<file path="src/rtl/registro_universal_pkg.sv">
// Shared mode and direction encodings
// for the universal shift register slice.
`ifndef REGISTRO_UNIVERSAL_PKG_SV
`define REGISTRO_UNIVERSAL_PKG_SV
package registro_universal_pkg;

  localparam logic [1:0] MODO_SERIAL = 2'b00;
  localparam logic [1:0] MODO_ROTA   = 2'b01;
  localparam logic [1:0] MODO_CARGA  = 2'b10;
  localparam logic [1:0] MODO_RETEN  = 2'b11;

  localparam logic DIR_DER = 1'b0;
  localparam logic DIR_IZQ = 1'b1;

endpackage
`endif

</file>
<file path="src/rtl/registro_universal_if.sv">
// Control, data and status bundle of the
// universal shift register.
interface registro_universal_if #(
  parameter int N  = 4,
  parameter int CW = $clog2(N+1)
);

  logic          enb;
  logic [1:0]    modo;
  logic          dir;
  logic          s_in;
  logic [N-1:0]  d;
  logic [N-1:0]  q;
  logic          s_der;
  logic          s_izq;
  logic [CW-1:0] cuenta;
  logic          vacio;
  logic          vuelta;

  modport master (
    output enb, modo, dir, s_in, d,
    input  q, s_der, s_izq,
    input  cuenta, vacio, vuelta
  );

  modport slave (
    input  enb, modo, dir, s_in, d,
    output q, s_der, s_izq,
    output cuenta, vacio, vuelta
  );

endinterface

</file>
<file path="src/rtl/registro_universal_contador.sv">
// Shift/rotate counter with empty flag
// and rotation-wrap pulse.
module contador_desplazamiento
  import registro_universal_pkg::*;
#(
  parameter int N  = 4,
  parameter int CW = $clog2(N+1)
) (
  input  logic          clk,
  input  logic          rst,
  input  logic          enb,
  input  logic [1:0]    modo,
  output logic [CW-1:0] cuenta,
  output logic          vacio,
  output logic          vuelta
);

  localparam logic [CW-1:0] C_MAX  = CW'(N);
  localparam logic [CW-1:0] C_ULT  = CW'(N-1);
  localparam logic [CW-1:0] C_UNO  = CW'(1);

  always_ff @(posedge clk) begin
    if (rst) begin
      cuenta <= '0;
      vacio  <= 1'b1;
      vuelta <= 1'b0;
    end else begin
      vuelta <= 1'b0;
      if (enb) begin
        unique case (1'b1)
          (modo == MODO_CARGA): begin
            cuenta <= '0;
            vacio  <= 1'b0;
          end
          (modo == MODO_SERIAL): begin
            if (cuenta < C_MAX)
              cuenta <= cuenta + C_UNO;
            if (cuenta >= C_ULT)
              vacio <= 1'b1;
          end
          (modo == MODO_ROTA): begin
            // saturated count restarts at 1, no wrap
            if (cuenta >= C_MAX)
              cuenta <= C_UNO;
            else if (cuenta == C_ULT) begin
              cuenta <= '0;
              vuelta <= 1'b1;
            end else
              cuenta <= cuenta + C_UNO;
          end
          default: ;
        endcase
      end
    end
  end

endmodule

</file>
<file path="src/rtl/registro_universal.sv">
// N-bit universal shift register feeding
// the serial-output selector.
module registro_universal
  import registro_universal_pkg::*;
#(
  parameter int N  = 4,
  parameter int CW = $clog2(N+1)
) (
  input  logic clk,
  input  logic rst,
  registro_universal_if.slave bus
);

  logic [N-1:0]  q_r;
  logic [N-1:0]  q_nx;
  logic [CW-1:0] cuenta;
  logic          vacio;
  logic          vuelta;

  always_comb begin
    q_nx = q_r;
    unique case (1'b1)
      (bus.modo == MODO_CARGA):
        q_nx = bus.d;
      (bus.modo == MODO_SERIAL):
        q_nx = (bus.dir == DIR_IZQ)
             ? {q_r[N-2:0], bus.s_in}
             : {bus.s_in, q_r[N-1:1]};
      (bus.modo == MODO_ROTA):
        q_nx = (bus.dir == DIR_IZQ)
             ? {q_r[N-2:0], q_r[N-1]}
             : {q_r[0], q_r[N-1:1]};
      default:
        q_nx = q_r;
    endcase
  end

  always_ff @(posedge clk) begin
    if (rst)
      q_r <= '0;
    else if (bus.enb)
      q_r <= q_nx;
  end

  contador_desplazamiento #(
    .N  (N),
    .CW (CW)
  ) u_cnt (
    .clk    (clk),
    .rst    (rst),
    .enb    (bus.enb),
    .modo   (bus.modo),
    .cuenta (cuenta),
    .vacio  (vacio),
    .vuelta (vuelta)
  );

  assign bus.q      = q_r;
  assign bus.s_der  = q_r[0];
  assign bus.s_izq  = q_r[N-1];
  assign bus.cuenta = cuenta;
  assign bus.vacio  = vacio;
  assign bus.vuelta = vuelta;

endmodule
</file>
<file path="src/flat_wrapper.sv">
// flat-port wrapper written by rule: the top's interface ports become plain ports
module registro_universal_flat import registro_universal_pkg::*;
#(
  parameter int N  = 4,
  parameter int CW = $clog2(N+1)
)
  (clk, rst, bus_enb, bus_modo, bus_dir, bus_s_in, bus_d, bus_q, bus_s_der, bus_s_izq, bus_cuenta, bus_vacio, bus_vuelta);
  registro_universal_if #(.N(N), .CW(CW)) bus_i ();
  input  logic clk;
  input  logic rst;
  input wire logic [$bits(bus_i.enb)-1:0] bus_enb;
  input wire logic [$bits(bus_i.modo)-1:0] bus_modo;
  input wire logic [$bits(bus_i.dir)-1:0] bus_dir;
  input wire logic [$bits(bus_i.s_in)-1:0] bus_s_in;
  input wire logic [$bits(bus_i.d)-1:0] bus_d;
  output wire logic [$bits(bus_i.q)-1:0] bus_q;
  output wire logic [$bits(bus_i.s_der)-1:0] bus_s_der;
  output wire logic [$bits(bus_i.s_izq)-1:0] bus_s_izq;
  output wire logic [$bits(bus_i.cuenta)-1:0] bus_cuenta;
  output wire logic [$bits(bus_i.vacio)-1:0] bus_vacio;
  output wire logic [$bits(bus_i.vuelta)-1:0] bus_vuelta;
  assign bus_i.enb = bus_enb;
  assign bus_i.modo = bus_modo;
  assign bus_i.dir = bus_dir;
  assign bus_i.s_in = bus_s_in;
  assign bus_i.d = bus_d;
  assign bus_q = bus_i.q;
  assign bus_s_der = bus_i.s_der;
  assign bus_s_izq = bus_i.s_izq;
  assign bus_cuenta = bus_i.cuenta;
  assign bus_vacio = bus_i.vacio;
  assign bus_vuelta = bus_i.vuelta;
  registro_universal #(.N(N), .CW(CW)) u_core (.clk(clk), .rst(rst), .bus(bus_i));
endmodule
</file>
<file path="config.mk">
export PLATFORM = sky130hd
export DESIGN_NAME = registro_universal_flat
export DESIGN_NICKNAME = d
export VERILOG_FILES = /design/src/rtl/registro_universal_pkg.sv /design/src/rtl/registro_universal_if.sv /design/src/rtl/registro_universal_contador.sv /design/src/rtl/registro_universal.sv /design/src/flat_wrapper.sv
export SDC_FILE = /design/constraint.sdc
export NUM_CORES = 1
export LEC_CHECK = 0
export CAP_MARGIN = 30
export CORE_MARGIN = 1
export CORE_UTILIZATION = 39
export CTS_CLUSTER_SIZE = 12
export DETAILED_ROUTE_END_ITERATION = 8
export GPL_ROUTABILITY_DRIVEN = 0
export GPL_TIMING_DRIVEN = 0
export PLACE_DENSITY = 0.86
export SLEW_MARGIN = 5
export SYNTH_ARGS = -nofsm -noshare
export SYNTH_HDL_FRONTEND = slang
export SYNTH_SLANG_ARGS = --single-unit
</file>
<file path="constraint.sdc">
create_clock -name clk -period 1.35 [get_ports clk]
set_input_delay 0.27 -clock clk [delete_from_list [all_inputs] [get_ports clk]]
set_output_delay 0.27 -clock clk [all_outputs]
set_load 0.1 [all_outputs]
</file>
==> results.toml <==
[power]
leakage_nw = 0.402
ir_drop_mv = 0.427
cellPowerDensity_mw_per_mm2 = 934

[final_layout]
seqCellArea_um2 = 196
final_util_pct = 62.3
multi_input_area_um2 = 429
drive_above_1_share_pct = 44.3
fin_nets = 113
fill_cells = 135
n_antenna_cell = 0
syn_to_final_growth_pct = 49.4
finalNonFillerCells = 113

[clocking]
cts_tree = "done"
cts_root_buf = "clkbuf_4"
clk_pin_slew_ns = 0.07
clockBufferDepth = 2
cts_max_level = 1
cts.sinks = 9
cts_hold_buf = 0
cts_made_buffers = 3
worstSkewPairLatency_ns = 0.27

[sta]
period_share_pct = 105
fin_ws_ns = -0.0714
finClkSkew_ns = 0.00443
setup_viol_count_final = 1
min_period_ns = 1.42
tightest_slew_ns = 0.484
maxSlewViolCount = 0
finalHoldViolCount = 0
relSlewSlack_pct = 67.9
fmax_mhz = 704
rsz0062_at_grt = "yes"
hold_slack_ns = 0.325

[synth]
yosys.area_share.xor_xnor_pct = 0
synthAdderAreaFrac_pct = 7.97
syn-num-nets = 85
syn_inst = 70
yosys.area_share.simple_pct = 14.1
yosysTopAreaCell = "dfxtp_1"
yosysMostFrequentCell = "dfxtp_1"
postSynthAreaPerCell_um2 = 8.97
synth-seq-area-share_pct = 28.7
yosysWarnings = 0
ys_ff_latch = 9
synth_compound_area_share_pct = 26.7
yosysTopAreaCellShare_pct = 28.7
async_reset_ff_share_pct = 0
synthTopCellsByArea = "dfxtp_1 29%, ha_1 8.0%, mux2_1 5.4%"
synth_common_cells = "9 x dfxtp_1, 6 x inv_1, 6 x o21ai_0"
syn_area_um2 = 628
ys.flop_type = "dfxtp_1"
synth_top_family_by_area = "compound AO/OA/AOI/OAI gates"
ys_types = 29
synth-edff-count = 0
synth_mux_area_share_pct = 12.0

[setup_path]
critPathCaptureType = "register"
r2r_slack_ns = -0.07
path_class = "register to register"
crit_required_ns = 1.50
crit_path_max_fanout = 4
startpoint_type = "register"
worstPathArrival_ns = 1.57

[place]
place.port_buffers = 20
dp_slack_ns = -0.492
dp.cells = 106
hpwl_mm = 1.13

[grt]
grt_pass1_vias = 609
grt_pass1_wl_mm = 2.77
grt_antenna_before_repair = 0
grt_use_total_pct = 20.8
grt_start_max_net_pins = 11
grt_overflow_total = 0

[die]
die_x_um = 42.1
dieHeight_um = 42.1
dieArea_mm2 = 0.00177
io_pins = 22
start_util_pct = 41.7
num_rows = 14
coreArea_mm2 = 0.00151

[detailed_routing]
firstDrtPassIters = 5
ant_nets = 0
viasPerCell = 5.80
routed_wirelength_mm = 1.73
route.detailed.drc = 0
drt_iter0_drc = 41
route.vias.total = 655
wire_per_inst_um = 15.3

[status]
violations = "negative setup slack"
status = "finished, violations left"

[run]
max_cap_viol_count = 0

[hold_path]
hold_class = "primary input to register"
-- through the flow --
step | setup TNS, ns | area [um2] | total power, mW
after floorplan | -0.388 | 679 | 0.550
after global placement | -6.89 | 900 | 0.636
after detailed placement | -7.16 | 900 | 0.643
after CTS | -0.0405 | 915 | 0.862
after global routing | -0.110 | 938 | 0.909
final | -0.0714 | 938 | 0.877
-- what timing repair did --
item	in CTS	in global routing
resized for setup	65	7
setup endpoints to repair	18	8
setup buffers	3	0
pin swaps	1	0
-- registers in the layout (all words and copies together), names as in the netlist --
| name | flops |
|---|---|
| u_core.bus.q | 4 |
| u_core.u_cnt.vuelta | 1 |
| u_core.u_cnt.vacio | 1 |
| u_core.u_cnt.cuenta | 3 |
-- where the power goes --
group	internal, mW	switching, mW
combinational	0.117	0.232
sequential	0.281	0.0176
clock	0.114	0.114
-- worst max-delay path, cell delays in order, from the launching register on --
cell	delay, ns
dfxtp_4	0.36
ha_4	0.17
ha_4	0.17
a2111o_1	0.37
a211oi_2	0.18
a31oi_1	0.06
-- worst paths after layout --
path         cells past startpoint                                start                                  end
max reg2reg                      5  u_core.u_cnt.cuenta[1]$_SDFFE_PP0P_      u_core.u_cnt.vacio$_SDFFE_PP1P_
max                              5  u_core.u_cnt.cuenta[1]$_SDFFE_PP0P_      u_core.u_cnt.vacio$_SDFFE_PP1P_
min                              2                              bus_enb  u_core.u_cnt.cuenta[0]$_SDFFE_PP0P_
min reg2reg                      2         u_core.bus.q[1]$_SDFFE_PP0P_         u_core.bus.q[1]$_SDFFE_PP0P_
-- cell usage in the layout (no fill, tap or decap), types with 2 or more instances in the layout --
cell,n
inv_1,5
clkdlybuf4s50_1,6
dlygate4sd2_1,2
mux2_4,2
a21oi_2,2
o21ai_1,3
nand2b_1,3
mux2_1,3
nor2_1,2
ha_4,2
buf_4,10
a31oi_1,2
o21ai_0,5
o2111ai_1,2
buf_2,3
a222oi_1,2
nand2_1,2
dfxtp_4,3
a21oi_1,3
clkbuf_4,7
buf_6,3
nor2b_1,3
dfxtp_1,2
dfxtp_2,4
-- metal layers --
layer	vias up	track usage [%]	wire, um
li1	308	-	-
met1	299	26.5	708
met2	41	34.7	847
met3	7	3.88	138
met4	0	8.13	37
met5	-	0	0
-- logic make-up (layout without fill, tap and decap cells) --
group / count (synthesis) / in the layout
AOI/OAI and AO/OA: 25 / 25
buffers and inverters: 12 / 39
adders and majority gates: 4 / 4
and+or+nand+nor: 14 / 14
muxes: 6 / 6
DFF: 9 / 9
-- layout make-up --
| type | count | area share, % |
|---|---|---|
| clock buffers | 4 | 2.80 |
| plain buffers | 6 | 5.60 |
| inverters | 6 | 2.40 |
| well taps | 16 | 2.13 |
| repair buffers | 23 | 20.4 |
| multi-input cells | 49 | 45.7 |
| flip-flops and latches | 9 | 20.9 |
(Power assumes the default switching activity.)
==> RTL change 1 (same flow settings) <==
Make the reset (`rst`) asynchronous in 2 clocked blocks.
--- a/src/rtl/registro_universal_contador.sv
+++ b/src/rtl/registro_universal_contador.sv
@@ -19,7 +19,7 @@
   localparam logic [CW-1:0] C_ULT  = CW'(N-1);
   localparam logic [CW-1:0] C_UNO  = CW'(1);
 
-  always_ff @(posedge clk) begin
+  always_ff @(posedge clk or posedge rst) begin
     if (rst) begin
       cuenta <= '0;
       vacio  <= 1'b1;
--- a/src/rtl/registro_universal.sv
+++ b/src/rtl/registro_universal.sv
@@ -35,7 +35,7 @@
     endcase
   end
 
-  always_ff @(posedge clk) begin
+  always_ff @(posedge clk or posedge rst) begin
     if (rst)
       q_r <= '0;
     else if (bus.enb)
Check against the original RTL: differs if rst is asserted again (counterexample within 4 cycles, from zero or initial values and one cycle with rst high); with rst held inactive, the same outputs for 10 cycles.
==> RTL change 1 against the unedited design <==
Design area grew 5.9%; setup slack lost 26 ps; global-route usage shrank 0.87 points; clock skew shrank 1.9 ps; die area grew 9.3%; largest cell class unchanged; the run ends with design-rule violations, negative setup slack left; first-iteration DRC count shrank 78%; wire length grew 2.7%; area after synthesis grew 9.8%; sequential cell count is the same; highest routed layer unchanged.
Power is not compared: it rests on default switching activity, and its combinational part moved more than twofold at a synthesized area within 25%.
==> RTL change 1: results (changes against the unedited design) <==
outcome=finished with violations (unchanged); violated checks=design-rule violations, negative setup slack (was negative setup slack); Vias=630 (was 655); area share of the leading cell type in the synthesized netlist=29.0% (was 28.7%); worst skew pair latency=250 ps (was 270 ps); Port-buffer cells=20 (unchanged); Synth Flop Type=dfrtp_1 (was dfxtp_1); Initial DRC Count=9 (was 41); Peak supply drop=approximately 1200 uV; share of layout cells above drive strength 1=43.8% (was 44.3%); routed wire length=1780 um (was 1730 um); largest net degree at the start of global routing=11 (unchanged); dpl hpwl=1280 um (was 1130 um); Yosys Warn Count=0 (unchanged); vias in the first global route=642 (was 609); final setup vio count=3 (was 1); skew final=2.52 ps (was 4.43 ps); synth cell count leaders=dfrtp_1, mux2i_1, inv_1, ha_1 (was dfxtp_1, inv_1, o21ai_0, a21oi_1, ha_1); initial antenna violation count=0 (unchanged); nets=113 (unchanged); Synth cell types=30 (was 29); Seq/Total Area, Yosys=32.8% (was 28.7%); measured slew at the worst slew-check pin=489 ps (was 484 ps); r2r worst-path depth=5 (unchanged); CP peak stage delay=500 ps (was 370 ps); Clk Tree Root Cell=clkbuf_4 (unchanged); Syn Nets=86 (was 85); n_diodes=0 (unchanged); H-tree depth=1 (unchanged); total track usage=19.9% (was 20.8%); CP delay by family, top=flip-flops (was compound AO/OA/AOI/OAI gates); Reg2Reg Launch Point=u_core.u_cnt.cuenta[1] (unchanged); Clock transition at path regs=70 ps (about the same); Synth async-reset ratio=100% (was 0%); HP Class=in2async (was in2reg); top cells by area, synth=dfrtp_1, mux2i_1, ha_1 (was dfxtp_1, ha_1, mux2_1); detailed-route DRC error count=1 (was 0); first-pass GRT wire length=2910 um (was 2770 um); worst-path fanout max=3 (was 4); Fillers=137 (was 135); number of iterations in the first detailed-routing pass=8 (was 5); post-route setup slack=-97.3 ps (was -71.4 ps); Largest register FFs=4 (unchanged); Num CTS Buffers=3 (unchanged); RR Endpoint=u_core.u_cnt.cuenta[2] (was u_core.u_cnt.vacio); CTS max path bufs=2 (unchanged); slowest stage cell on the critical path=dfrtp_4 (was a2111o_1); Leak=approximately 0.43 nW
## RTL change 1: report_power, final
group          internal [mW]  leakage [nW]  total, mW  switching, mW
registers              0.377         0.102      0.497          0.120
logic                  0.345         0.316       1.18          0.832
clock network          0.114        0.0150      0.213         0.0988
total                  0.836         0.434       1.89           1.05
## RTL change 1: layout make-up
| type | count | area [um^2] | share of cell area [%] |
|---|---|---|---|
| plain buffers | 6 | 52.6 | 5.29 |
| clock buffers | 4 | 26.3 | 2.64 |
| inverters | 6 | 22.5 | 2.27 |
| multi-input cells | 49 | 437 | 44.0 |
| flip-flops and latches | 9 | 243 | 24.4 |
| well taps | 16 | 20.0 | 2.02 |
| repair buffers | 22 | 193 | 19.4 |
## RTL change 1: cells by family (layout without fill, tap and decap cells)
logic type	count (synthesis)	in the layout	share of synthesized area, %
AO/OA/AOI/OAI	23	23	24.3
adder cells (fa/ha/maj)	5	5	9.07
buffers and inverters	12	38	10.9
flip-flops	9	9	32.8
multiplexers	7	7	10.2
AND/OR/NAND/NOR	14	14	12.7
## RTL change 1: per-layer routing
| metal | vias up | part of all wire, % | global-route usage, % |
|---|---|---|---|
| li1 | 306 | - | - |
| met3 | 4 | 4.9 | 2.45 |
| met1 | 301 | 43 | 24.4 |
| met5 | - | 0 | 0 |
| met4 | 0 | 0.84 | 3.64 |
| met2 | 19 | 51 | 37.4 |
## RTL change 1: what timing repair did
action | CTS | global route
endpoints found under the hold margin | 0 | 0
resized for setup | 66 | 5
pin swaps | 4 | 3
buffers inserted | 2 | 0
endpoints found under the setup margin | 13 | 4
## RTL change 1: how the worst max path moves through the flow
stage / from / to
final: u_core.u_cnt.cuenta[1] / u_core.u_cnt.cuenta[2]
after global routing: u_core.u_cnt.cuenta[1] / u_core.u_cnt.cuenta[2]
after CTS: u_core.u_cnt.cuenta[1] / u_core.u_cnt.cuenta[0]
after detailed placement: u_core.u_cnt.vacio / bus_vacio
after global placement: u_core.u_cnt.vacio / bus_vacio
after floorplan: u_core.u_cnt.cuenta[0] / u_core.u_cnt.cuenta[0]
## RTL change 1: metrics by stage
stage                     hold WS (ps)  area [um^2]  setup WS [ps]  instances  setup TNS [ps]
after floorplan                   97.0          733           -185         70            -515
after global placement             510          953           -555        106           -6080
after detailed placement           517          953           -566        106           -6350
after CTS                          294          968          -11.1        112           -17.5
after global routing               337          993           -127        112            -300
final                              280          993          -97.3        112            -137
==> RTL change 2 (same flow settings) <==
Made on the original files. `N` is set to 4 in 4 places; all go to 8.
--- a/src/rtl/registro_universal_if.sv
+++ b/src/rtl/registro_universal_if.sv
@@ -1,7 +1,7 @@
 // Control, data and status bundle of the
 // universal shift register.
 interface registro_universal_if #(
-  parameter int N  = 4,
+  parameter int N  = 8,
   parameter int CW = $clog2(N+1)
 );
 
--- a/src/rtl/registro_universal_contador.sv
+++ b/src/rtl/registro_universal_contador.sv
@@ -3,7 +3,7 @@
 module contador_desplazamiento
   import registro_universal_pkg::*;
 #(
-  parameter int N  = 4,
+  parameter int N  = 8,
   parameter int CW = $clog2(N+1)
 ) (
   input  logic          clk,
--- a/src/rtl/registro_universal.sv
+++ b/src/rtl/registro_universal.sv
@@ -3,7 +3,7 @@
 module registro_universal
   import registro_universal_pkg::*;
 #(
-  parameter int N  = 4,
+  parameter int N  = 8,
   parameter int CW = $clog2(N+1)
 ) (
   input  logic clk,
--- a/src/flat_wrapper.sv
+++ b/src/flat_wrapper.sv
@@ -1,7 +1,7 @@
 // flat-port wrapper written by rule: the top's interface ports become plain ports
 module registro_universal_flat import registro_universal_pkg::*;
 #(
-  parameter int N  = 4,
+  parameter int N  = 8,
   parameter int CW = $clog2(N+1)
 )
   (clk, rst, bus_enb, bus_modo, bus_dir, bus_s_in, bus_d, bus_q, bus_s_der, bus_s_izq, bus_cuenta, bus_vacio, bus_vuelta);
Ports: changed (resized bus_cuenta, bus_d and bus_q); port bits go from 22 to 31. No check against the original RTL was run, so the function may have changed too.
==> RTL change 2 against the unedited design <==
Design area increased by 27%; critical path depth decreased by 4; non-clock buffer count is 7 higher; count of clock-buffer cells in the layout is 1 lower; area after synthesis rose by 38%; sequential cell count increased by 5; setup slack gained 140 ps; total power rose by 30%; wire length is 28% higher; highest routed layer unchanged.
==> RTL change 2: results (changes against the unedited design) <==
outcome=finished clean (was finished with violations); worst skew pair latency=between 200 and 300 ps; Synth cell types=31 (was 29); Post-CTS Setup Inserts=0 (was 3); worst hold slack=285 ps (was 325 ps); first-pass GRT wire length=3680 um (was 2770 um); Vias=877 (was 655); slowest stage cell on the critical path=dfxtp_2 (was a2111o_1); Clk Tree Root Cell=clkbuf_4 (unchanged); Avg Inst Size Synth=8.49 um^2 (was 8.97 um^2); fin crit share=95.3% (was 105%); Port-buffer cells=28 (was 20); total track usage=20.1% (was 20.8%); n_diodes=0 (unchanged); nets=152 (was 113); hold-fix buffers at CTS=0 (unchanged); Reg2Reg Launch Point=u_core.u_cnt.cuenta[0] (was u_core.u_cnt.cuenta[1]); vias in the first global route=805 (was 609); HP Class=in2reg (unchanged); H-tree depth=1 (unchanged); Peak supply drop=535 uV (was 427 uV); Placement Setup Slack=-495 ps (was -492 ps); CP delay by family, top=flip-flops (was compound AO/OA/AOI/OAI gates); Largest register FFs=8 (was 4); Initial DRC Count=32 (was 41); detailed-route wire length on metal 1=938 um (was 708 um); worst hold start=bus_enb (unchanged); largest net degree at the start of global routing=11 (unchanged); routed wire length=2210 um (was 1730 um); Yosys Warn Count=0 (unchanged); Synth async-reset ratio=0% (unchanged); Worst Path Arrival=1020 ps (was 1570 ps); top cells by area, synth=dfxtp_1, mux2i_1, a21oi_1 (was dfxtp_1, ha_1, mux2_1); synth cell count leaders=dfxtp_1, a21oi_1, nand2_1, inv_1, mux2i_1 (was dfxtp_1, inv_1, o21ai_0, a21oi_1, ha_1); share of layout cells above drive strength 1=34.6% (was 44.3%); CTS max path bufs=2 (unchanged); Clock transition at path regs=around 80 ps; dpl hpwl=1610 um (was 1130 um); R2R setup slack=80 ps (was -70 ps); number of iterations in the first detailed-routing pass=4 (was 5); CP peak stage delay=420 ps (was 370 ps); CP Launch Point=u_core.u_cnt.cuenta[3] (was u_core.u_cnt.cuenta[1]); skew final=3.28 ps (was 4.43 ps); Synth Flop Type=dfxtp_1 (unchanged); Seq/Total Area, Yosys=32.4% (was 28.7%); Num CTS Buffers=3 (unchanged); Fillers=186 (was 135); Leak=0.497 nW (was 0.402 nW); routed wire length on met2=1090 um (was 847 um); Wirelength per Cell=13.8 um (was 15.3 um); initial antenna violation count=0 (unchanged); Placed Cells=157 (was 106); Syn Nets=119 (was 85); worst-path fanout max=6 (was 4); Met3 Wirelength=133 um (was 138 um); max_slew headroom=67.8% (was 67.9%); Highest Signal Layer=met4 (unchanged)
-- RTL change 2: worst register-to-register path, stage by stage, from the launching register on --
cell and delay, ps:
dfxtp_4 370, ha_2 230, a211oi_1 200, nand4_1 110, a221oi_1 270
-- RTL change 2: metal layers --
layer	track usage [%]	vias up
met3	3.74	4
li1	-	427
met1	23.4	411
met5	0	-
met2	33.8	35
met4	11.8	0
-- RTL change 2: final cells by class --
type	count	area [um^2]	share of cell area, %
flip-flops and latches	14	300	25.3
multi-input cells	73	497	41.8
clock buffers	3	22.5	1.90
inverters	7	26.3	2.21
well taps	27	33.8	2.85
repair buffers	28	243	20.4
plain buffers	8	65.1	5.48
-- RTL change 2: logic make-up (layout without fill, tap and decap cells) --
logic type	count (synthesis)	after routing	share of synthesized area, %
AOI/OAI and AO/OA	32	32	25.9
adders and majority gates	2	2	2.89
DFF	14	14	32.4
and+or+nand+nor	29	29	16.3
buffers and inverters	15	46	10.5
muxes	10	10	12.0
-- RTL change 2: per-stage QoR --
stage	utilization, %	cell area [um^2]
final	58.7	1190
after floorplan	-	888
after CTS	57.6	1160
after global placement	59.5	1200
after global routing	58.7	1190
after detailed placement	59.5	1200
-- RTL change 2: what timing repair did --
item,CTS,global route
pin swaps,1,0
resized for setup,91,8
setup endpoints to repair,20,8
-- RTL change 2: path summary, 6_finish.rpt --
check	endpoint	depth (start not counted)
setup reg to reg	u_core.u_cnt.cuenta[3]	4
hold / removal	u_core.bus.q[6]	3
hold reg to reg	u_core.bus.q[4]	2
setup / recovery	bus_cuenta[3]	1
-- RTL change 2: where the power goes --
group | leakage (nW) | total (mW) | internal, mW | switching, mW
sequential | 0.120 | 0.468 | 0.438 | 0.0304
combinational | 0.363 | 0.437 | 0.139 | 0.298
clock | 0.0138 | 0.237 | 0.103 | 0.134
